`config.mk`:
```
export PLATFORM = sky130hd
export DESIGN_NAME = morse_key_sequencer
export DESIGN_NICKNAME = d
export VERILOG_FILES = /design/src/rtl/morse_key_sequencer.sv
export SDC_FILE = /design/constraint.sdc
export NUM_CORES = 1
export LEC_CHECK = 0
export CAP_MARGIN = 25
export CORE_MARGIN = 4
export CORE_UTILIZATION = 61
export DETAILED_ROUTE_END_ITERATION = 8
export PLACE_DENSITY = 0.86
export REMOVE_ABC_BUFFERS = 1
export SKIP_LAST_GASP = 1
export SLEW_MARGIN = 20
export SYNTH_ARGS = -nofsm -noshare
export SYNTH_HDL_FRONTEND = slang
export SYNTH_SLANG_ARGS = --single-unit
```
`constraint.sdc`:
```
create_clock -name clk -period 13.65 [get_ports clk]
set_clock_uncertainty 0.05 [all_clocks]
set_input_delay 3.4125 -clock clk [delete_from_list [all_inputs] [get_ports clk]]
set_output_delay 3.4125 -clock clk [all_outputs]
set_load 0.02 [all_outputs]
```
`src/rtl/morse_key_sequencer.sv`:
```
// Morse key sequencer: accepts ASCII characters, looks up their Huffman code through
// an external combinational translator, and plays the resulting dit/dah elements on a
// timed key output using standard Morse unit timing.
module morse_key_sequencer #(
    parameter int unsigned UNIT_CYCLES = 16,
    parameter int unsigned CNT_W       = 16
) (
    input  logic        clk,
    input  logic        rst_n,
    input  logic [7:0]  char_in,
    input  logic        char_valid,
    output logic        char_ready,
    output logic [7:0]  lut_char,
    input  logic [15:0] lut_code,
    input  logic [4:0]  lut_len,
    output logic        key_out,
    output logic        busy,
    output logic        char_done,
    output logic        err_unsupported,
    output logic        err_malformed
);

    typedef enum logic [1:0] {StIdle, StLoad, StOn, StOff} state_e;
    typedef enum logic [2:0] {ElDit, ElDah, ElDelim, ElBad, ElNone} elem_e;

    // Phase counter reload values: units * UNIT_CYCLES - 1
    localparam logic [CNT_W-1:0] Cnt1 = CNT_W'(UNIT_CYCLES - 1);
    localparam logic [CNT_W-1:0] Cnt3 = CNT_W'(3 * UNIT_CYCLES - 1);
    localparam logic [CNT_W-1:0] Cnt4 = CNT_W'(4 * UNIT_CYCLES - 1);

    state_e            state_q, state_d;
    logic [7:0]        lut_char_q, lut_char_d;
    logic [15:0]       shift_q, shift_d;
    logic [4:0]        rem_q, rem_d;
    logic [CNT_W-1:0]  cnt_q, cnt_d;
    logic              last_q, last_d;

    logic              len_bad;
    logic [15:0]       load_shift;
    logic [15:0]       par_shift;
    logic [4:0]        par_rem;
    elem_e             elem;
    logic              cnt_zero;

    state_e            start_state;
    logic [CNT_W-1:0]  start_cnt;
    logic [15:0]       start_shift;
    logic [4:0]        start_rem;
    logic              start_last;

    // Translator response decode and element parse on the current shift-register head
    always_comb begin
        len_bad    = (lut_len == 5'd0) || (lut_len > 5'd16);
        load_shift = lut_code << (5'd16 - lut_len);
        // In LOAD the freshly aligned code is parsed directly so there is no bubble cycle
        par_shift  = (state_q == StLoad) ? load_shift : shift_q;
        par_rem    = (state_q == StLoad) ? lut_len : rem_q;
        cnt_zero   = (cnt_q == '0);
        if (par_rem == 5'd0) begin
            elem = ElNone;
        end else if (!par_shift[15]) begin
            elem = ElDit;
        end else if (par_rem == 5'd1) begin
            elem = ElBad;
        end else if (par_shift[14]) begin
            elem = ElDelim;
        end else begin
            elem = ElDah;
        end
    end

    // Effect of starting the parsed element (used from LOAD and at the end of a gap)
    always_comb begin
        start_state = StIdle;
        start_cnt   = cnt_q;
        start_shift = par_shift;
        start_rem   = par_rem;
        start_last  = 1'b0;
        unique case (elem)
            ElDit: begin
                start_state = StOn;
                start_cnt   = Cnt1;
                start_shift = par_shift << 1;
                start_rem   = par_rem - 5'd1;
            end
            ElDah: begin
                start_state = StOn;
                start_cnt   = Cnt3;
                start_shift = par_shift << 2;
                start_rem   = par_rem - 5'd2;
            end
            ElDelim: begin
                // Space-only code: 4 units silent, completing a 7-unit word gap
                start_state = StOff;
                start_cnt   = Cnt4;
                start_shift = par_shift << 2;
                start_rem   = par_rem - 5'd2;
                start_last  = 1'b1;
            end
            default: begin
                start_state = StIdle;
            end
        endcase
    end

    // Next-state and datapath next-value logic
    always_comb begin
        state_d    = state_q;
        lut_char_d = lut_char_q;
        shift_d    = shift_q;
        rem_d      = rem_q;
        cnt_d      = cnt_q;
        last_d     = last_q;
        unique case (state_q)
            StIdle: begin
                if (char_valid) begin
                    lut_char_d = char_in;
                    last_d     = 1'b0;
                    state_d    = StLoad;
                end
            end
            StLoad: begin
                if (len_bad) begin
                    state_d = StIdle;
                end else begin
                    state_d = start_state;
                    cnt_d   = start_cnt;
                    shift_d = start_shift;
                    rem_d   = start_rem;
                    last_d  = start_last;
                end
            end
            StOn: begin
                if (cnt_zero) begin
                    // Peek ahead so the gap length already covers a letter gap
                    state_d = StOff;
                    if (elem == ElNone) begin
                        cnt_d  = Cnt1;
                        last_d = 1'b1;
                    end else if (elem == ElDelim) begin
                        cnt_d   = Cnt3;
                        last_d  = 1'b1;
                        shift_d = shift_q << 2;
                        rem_d   = rem_q - 5'd2;
                    end else begin
                        cnt_d  = Cnt1;
                        last_d = 1'b0;
                    end
                end else begin
                    cnt_d = cnt_q - CNT_W'(1);
                end
            end
            StOff: begin
                if (cnt_zero) begin
                    if (last_q) begin
                        state_d = StIdle;
                    end else begin
                        state_d = start_state;
                        cnt_d   = start_cnt;
                        shift_d = start_shift;
                        rem_d   = start_rem;
                        last_d  = start_last;
                    end
                end else begin
                    cnt_d = cnt_q - CNT_W'(1);
                end
            end
            default: begin
                state_d = StIdle;
            end
        endcase
    end

    // FSM state register
    always_ff @(posedge clk or negedge rst_n) begin
        if (!rst_n) begin
            state_q <= StIdle;
        end else begin
            state_q <= state_d;
        end
    end

    // Datapath registers: latched character, code shifter, bit count, phase counter
    always_ff @(posedge clk or negedge rst_n) begin
        if (!rst_n) begin
            lut_char_q <= 8'd0;
            shift_q    <= 16'd0;
            rem_q      <= 5'd0;
            cnt_q      <= '0;
            last_q     <= 1'b0;
        end else begin
            lut_char_q <= lut_char_d;
            shift_q    <= shift_d;
            rem_q      <= rem_d;
            cnt_q      <= cnt_d;
            last_q     <= last_d;
        end
    end

    // Outputs decoded from state; ready is gated by reset so it drops immediately
    always_comb begin
        char_ready      = (state_q == StIdle) && rst_n;
        key_out         = (state_q == StOn);
        busy            = (state_q != StIdle);
        lut_char        = lut_char_q;
        err_unsupported = (state_q == StLoad) && len_bad;
        char_done       = (state_q == StOff) && cnt_zero && last_q;
        err_malformed   = (elem == ElBad) &&
                          (((state_q == StLoad) && !len_bad) ||
                           ((state_q == StOff) && cnt_zero && !last_q));
    end

endmodule

```
==> results.txt <==
----------------------------------------------------
[Clocking]
  Clock buffer count from CTS ... 5
  CTS Root Cell ... sky130_fd_sc_hd__clkbuf_8
  Post-CTS Resized ... 0
  Number of buffers inserted for hold repair after clock tree synthesis ... 0
  Htree depth ... 2
  Count of buffers added by post-CTS timing repair for setup ... 0
  Clock tree from TritonCTS ... done
  Clock transition at the register clock pins on the worst setup and hold paths after CTS ... 90 ps
  Maximum buffer depth of the clock tree ... 2
  Clock sinks ... 48
  Clock latency on the worst-skew pair ... 310 ps

[Pwr]
  Switching power of the nets ... 0.0000809 W
  Relative contribution of combinational cells to total power ... 0.164
  Switch share ... 0.251
  Leakage Power ... 1.78 nW
  Share of power burned in the clock network ... 0.387
  PwrDens ... 73.6 mW/mm2
  Part of the total power dissipated in sequential elements ... 0.449
  Maximum resistive drop on vdd ... 0.0000731 V
  Internal ... 0.000241 W

[Yosys]
  Library cells used by synthesis ... 67
  Number of warnings issued by yosys ... 0
  Number of synthesized flops with an enable pin ... 0
  Average cell area after synthesis ... 8.38 um2
  Commonest register cell after synthesis ... sky130_fd_sc_hd__dfrtp_1
  Post-synth top area cell ... sky130_fd_sc_hd__dfrtp_1
  Synth top area cells ... sky130_fd_sc_hd__dfrtp_1, sky130_fd_sc_hd__mux2i_1, sky130_fd_sc_hd__nand2_1
  Synthesized cell area ... 0.00384 mm2
  Flip-flop and latch count after synthesis ... 48
  Leading cell types by count after synthesis ... sky130_fd_sc_hd__nand2_1, sky130_fd_sc_hd__nor2_1, sky130_fd_sc_hd__dfrtp_1
  Seq/Total Area, Yosys ... 0.313
  Count leader, synth ... sky130_fd_sc_hd__nand2_1
  Area share of the leading cell type in the synthesized netlist ... 0.313
  Cells after Synth ... 458
  Proportion of register bits with asynchronous set or reset after synthesis ... 1.00

[Die]
  Initial cell density of the core ... 0.637
  Number of placement rows ... 28
  I/O pin cnt ... 46
  Die width ... 87.3 um
  Die area ... 0.00763 mm2
  Chip Height ... 87.3 um
  Placeable core area ... 0.00603 mm2

[STA]
  Clock period minus final worst setup slack ... 11860 ps
  Period utilisation layout ... 0.869
  Unrepaired setup endpoints after global routing ... false
  Highest clock rate ... 84.3 MHz
  Final hold violation count ... 0
  Final count of pins violating max slew ... 0
  Slew of the pin with the lowest slew margin ... 911 ps
  Smallest setup slack after layout ... 1790 ps
  Worst relative slew slack ... 0.391
  Sum of negative setup slack ... 0 ps
  Final setup fails ... 0

[Placement]
  Final HPWL from detailed placement ... 7620 um
  Post-Place Setup Slack ... 1820 ps
  Port bufs ... 45
  Global placement routability congestion ... 0.981

[Final layout]
  Diodes inserted ... 0
  Area occupied by multi-input gates ... 0.00242 mm2
  Sequential Area ... 0.00120 mm2
  Synthesis-to-layout area growth ... 13.9%
  Layout Nets ... 524
  Fillers ... 447
  Share of post-route cells with drive strength above 1 ... 0.0804

[Job]
  Max-capacitance violation count ... 0

[Global routing]
  Vias in the first global route ... 3700
  Number of antenna violations at the first check in global routing ... 0
  Global route overflow ... 0
  First-pass GRT wire length ... 17300 um
  GRT Total Usage ... 0.284
  Largest net degree at the start of global routing ... 50

[Run status]
  Result of the run ... finished, final reports clean

[Route]
  Number of vias per cell ... 6.67
  Final antenna-violating net count ... 0
  Initial DRT Pass Iterations ... 6
  DR DRC count ... 0
  Total number of vias ... 3734
  Per-cell routed wire length ... 18.4 um
  Routed wire length ... 10300 um
  Iteration-0 DRC Markers ... 384

[Worst hold path]
  Number of instances on the worst hold path ... 2
  Classification of the worst-slack hold path ... flip-flop to flip-flop

[Worst setup path]
  Required time at the worst-slack endpoint ... 10190 ps
  Crit. End Element ... primary output
  Worst Reg-to-Reg Cells ... 11
  Max FO, Critical Path ... 32
  Kind of critical path ... input port to primary output
  Critical Path Source Type ... input port
  Arrival time of the worst setup path ... 8390 ps

----------------------------------------------------
## power by group through the flow
| stage | combinational, W | clock (W) | sequential (W) |
|---|---|---|---|
| after floorplan | 0.0000265 | 0 | 0.000149 |
| after detailed placement | 0.0000520 | 0 | 0.000147 |
| after global routing | 0.0000574 | 0.000133 | 0.000145 |
| after CTS | 0.0000522 | 0.000125 | 0.000145 |
| after global placement | 0.0000515 | 0 | 0.000147 |
| final | 0.0000530 | 0.000125 | 0.000145 |
## sequential cells by signal (all words and copies together), names as in the netlist
| name | flops |
|---|---|
| state_q | 2 |
| lut_char | 8 |
| cnt_q | 16 |
| shift_q | 16 |
| last_q | 1 |
| rem_q | 5 |
## layout by cell type, fill, tap and decap left out, types with 7 or more instances in the layout
cell / synthesis / final
sky130_fd_sc_hd__dfrtp_1: 48 / 48
sky130_fd_sc_hd__nor2_1: 53 / 53
sky130_fd_sc_hd__a221oi_1: 7 / 7
sky130_fd_sc_hd__nand2_1: 58 / 58
sky130_fd_sc_hd__ha_1: 8 / 8
sky130_fd_sc_hd__mux2i_1: 25 / 25
sky130_fd_sc_hd__inv_1: 12 / 12
sky130_fd_sc_hd__o22ai_1: 9 / 9
sky130_fd_sc_hd__a22o_1: 9 / 9
sky130_fd_sc_hd__o21ai_0: 23 / 23
sky130_fd_sc_hd__clkdlybuf4s50_1: 0 / 44
sky130_fd_sc_hd__nor3_1: 16 / 16
sky130_fd_sc_hd__nand3_1: 7 / 7
sky130_fd_sc_hd__mux2_2: 12 / 12
sky130_fd_sc_hd__o31ai_1: 12 / 12
sky130_fd_sc_hd__a21oi_1: 26 / 26
## critical path, cell delays in order
cell and delay [ps]:
sky130_fd_sc_hd__clkdlybuf4s50_1 1070, sky130_fd_sc_hd__inv_1 220, sky130_fd_sc_hd__ha_1 320, sky130_fd_sc_hd__xnor2_1 580, sky130_fd_sc_hd__a2111oi_0 160, sky130_fd_sc_hd__a211o_1 340, sky130_fd_sc_hd__o221ai_2 520, sky130_fd_sc_hd__and3_1 490
sky130_fd_sc_hd__o21ai_4 270, sky130_fd_sc_hd__nor2_1 220, sky130_fd_sc_hd__and3_1 190, sky130_fd_sc_hd__clkdlybuf4s50_1 610
## cells by family (layout without fill, tap and decap cells)
logic type | after synthesis | after routing | synth area share
and+or+nand+nor | 172 | 172 | 0.206
AOI/OAI and AO/OA | 135 | 135 | 0.245
DFF | 48 | 48 | 0.313
buffers and inverters | 43 | 70 | 0.0580
muxes | 42 | 42 | 0.130
xor gates and xnor gates | 10 | 10 | 0.0228
adders and majority gates | 8 | 8 | 0.0261
## per-layer routing
metal	vias to the layer above	routed length, um	global-route usage
met1	1783	4240	0.361
met5	-	0	0
met3	28	714	0.0501
met4	0	226	0.100
li1	1752	-	-
met2	171	5130	0.482
## path summary, 6_finish.rpt
| path | start | end | slack, ps |
|---|---|---|---|
| setup reg to reg | state_q[1] | shift_q[0] | 9550 |
| setup / recovery | lut_len[0] | err_malformed | 1790 |
| hold reg to reg | shift_q[15] | shift_q[15] | 440 |
| hold / removal | shift_q[15] | shift_q[15] | 440 |
| min in group asynchronous | rst_n | shift_q[10] | 3140 |
| max in group asynchronous | rst_n | shift_q[14] | 9980 |
## cell type report
type / count / share of cell area
multi-input cells: 367 / 0.552
flip-flops and latches: 48 / 0.275
repair buffers: 48 / 0.107
well taps: 75 / 0.0215
clock buffers: 5 / 0.0157
clock inverters: 3 / 0.0157
inverters: 14 / 0.0132
## through the flow
stage	power (W)	instance area (um2)	hold WS, ps	std cells	util
after detailed placement	0.000199	4240	425	552	0.703
after global placement	0.000199	4240	419	552	0.703
after floorplan	0.000175	3670	400	429	-
final	0.000322	4370	443	560	0.726
after CTS	0.000322	4370	445	560	0.726
after global routing	0.000335	4370	466	560	0.726
(Power assumes the default switching activity.)
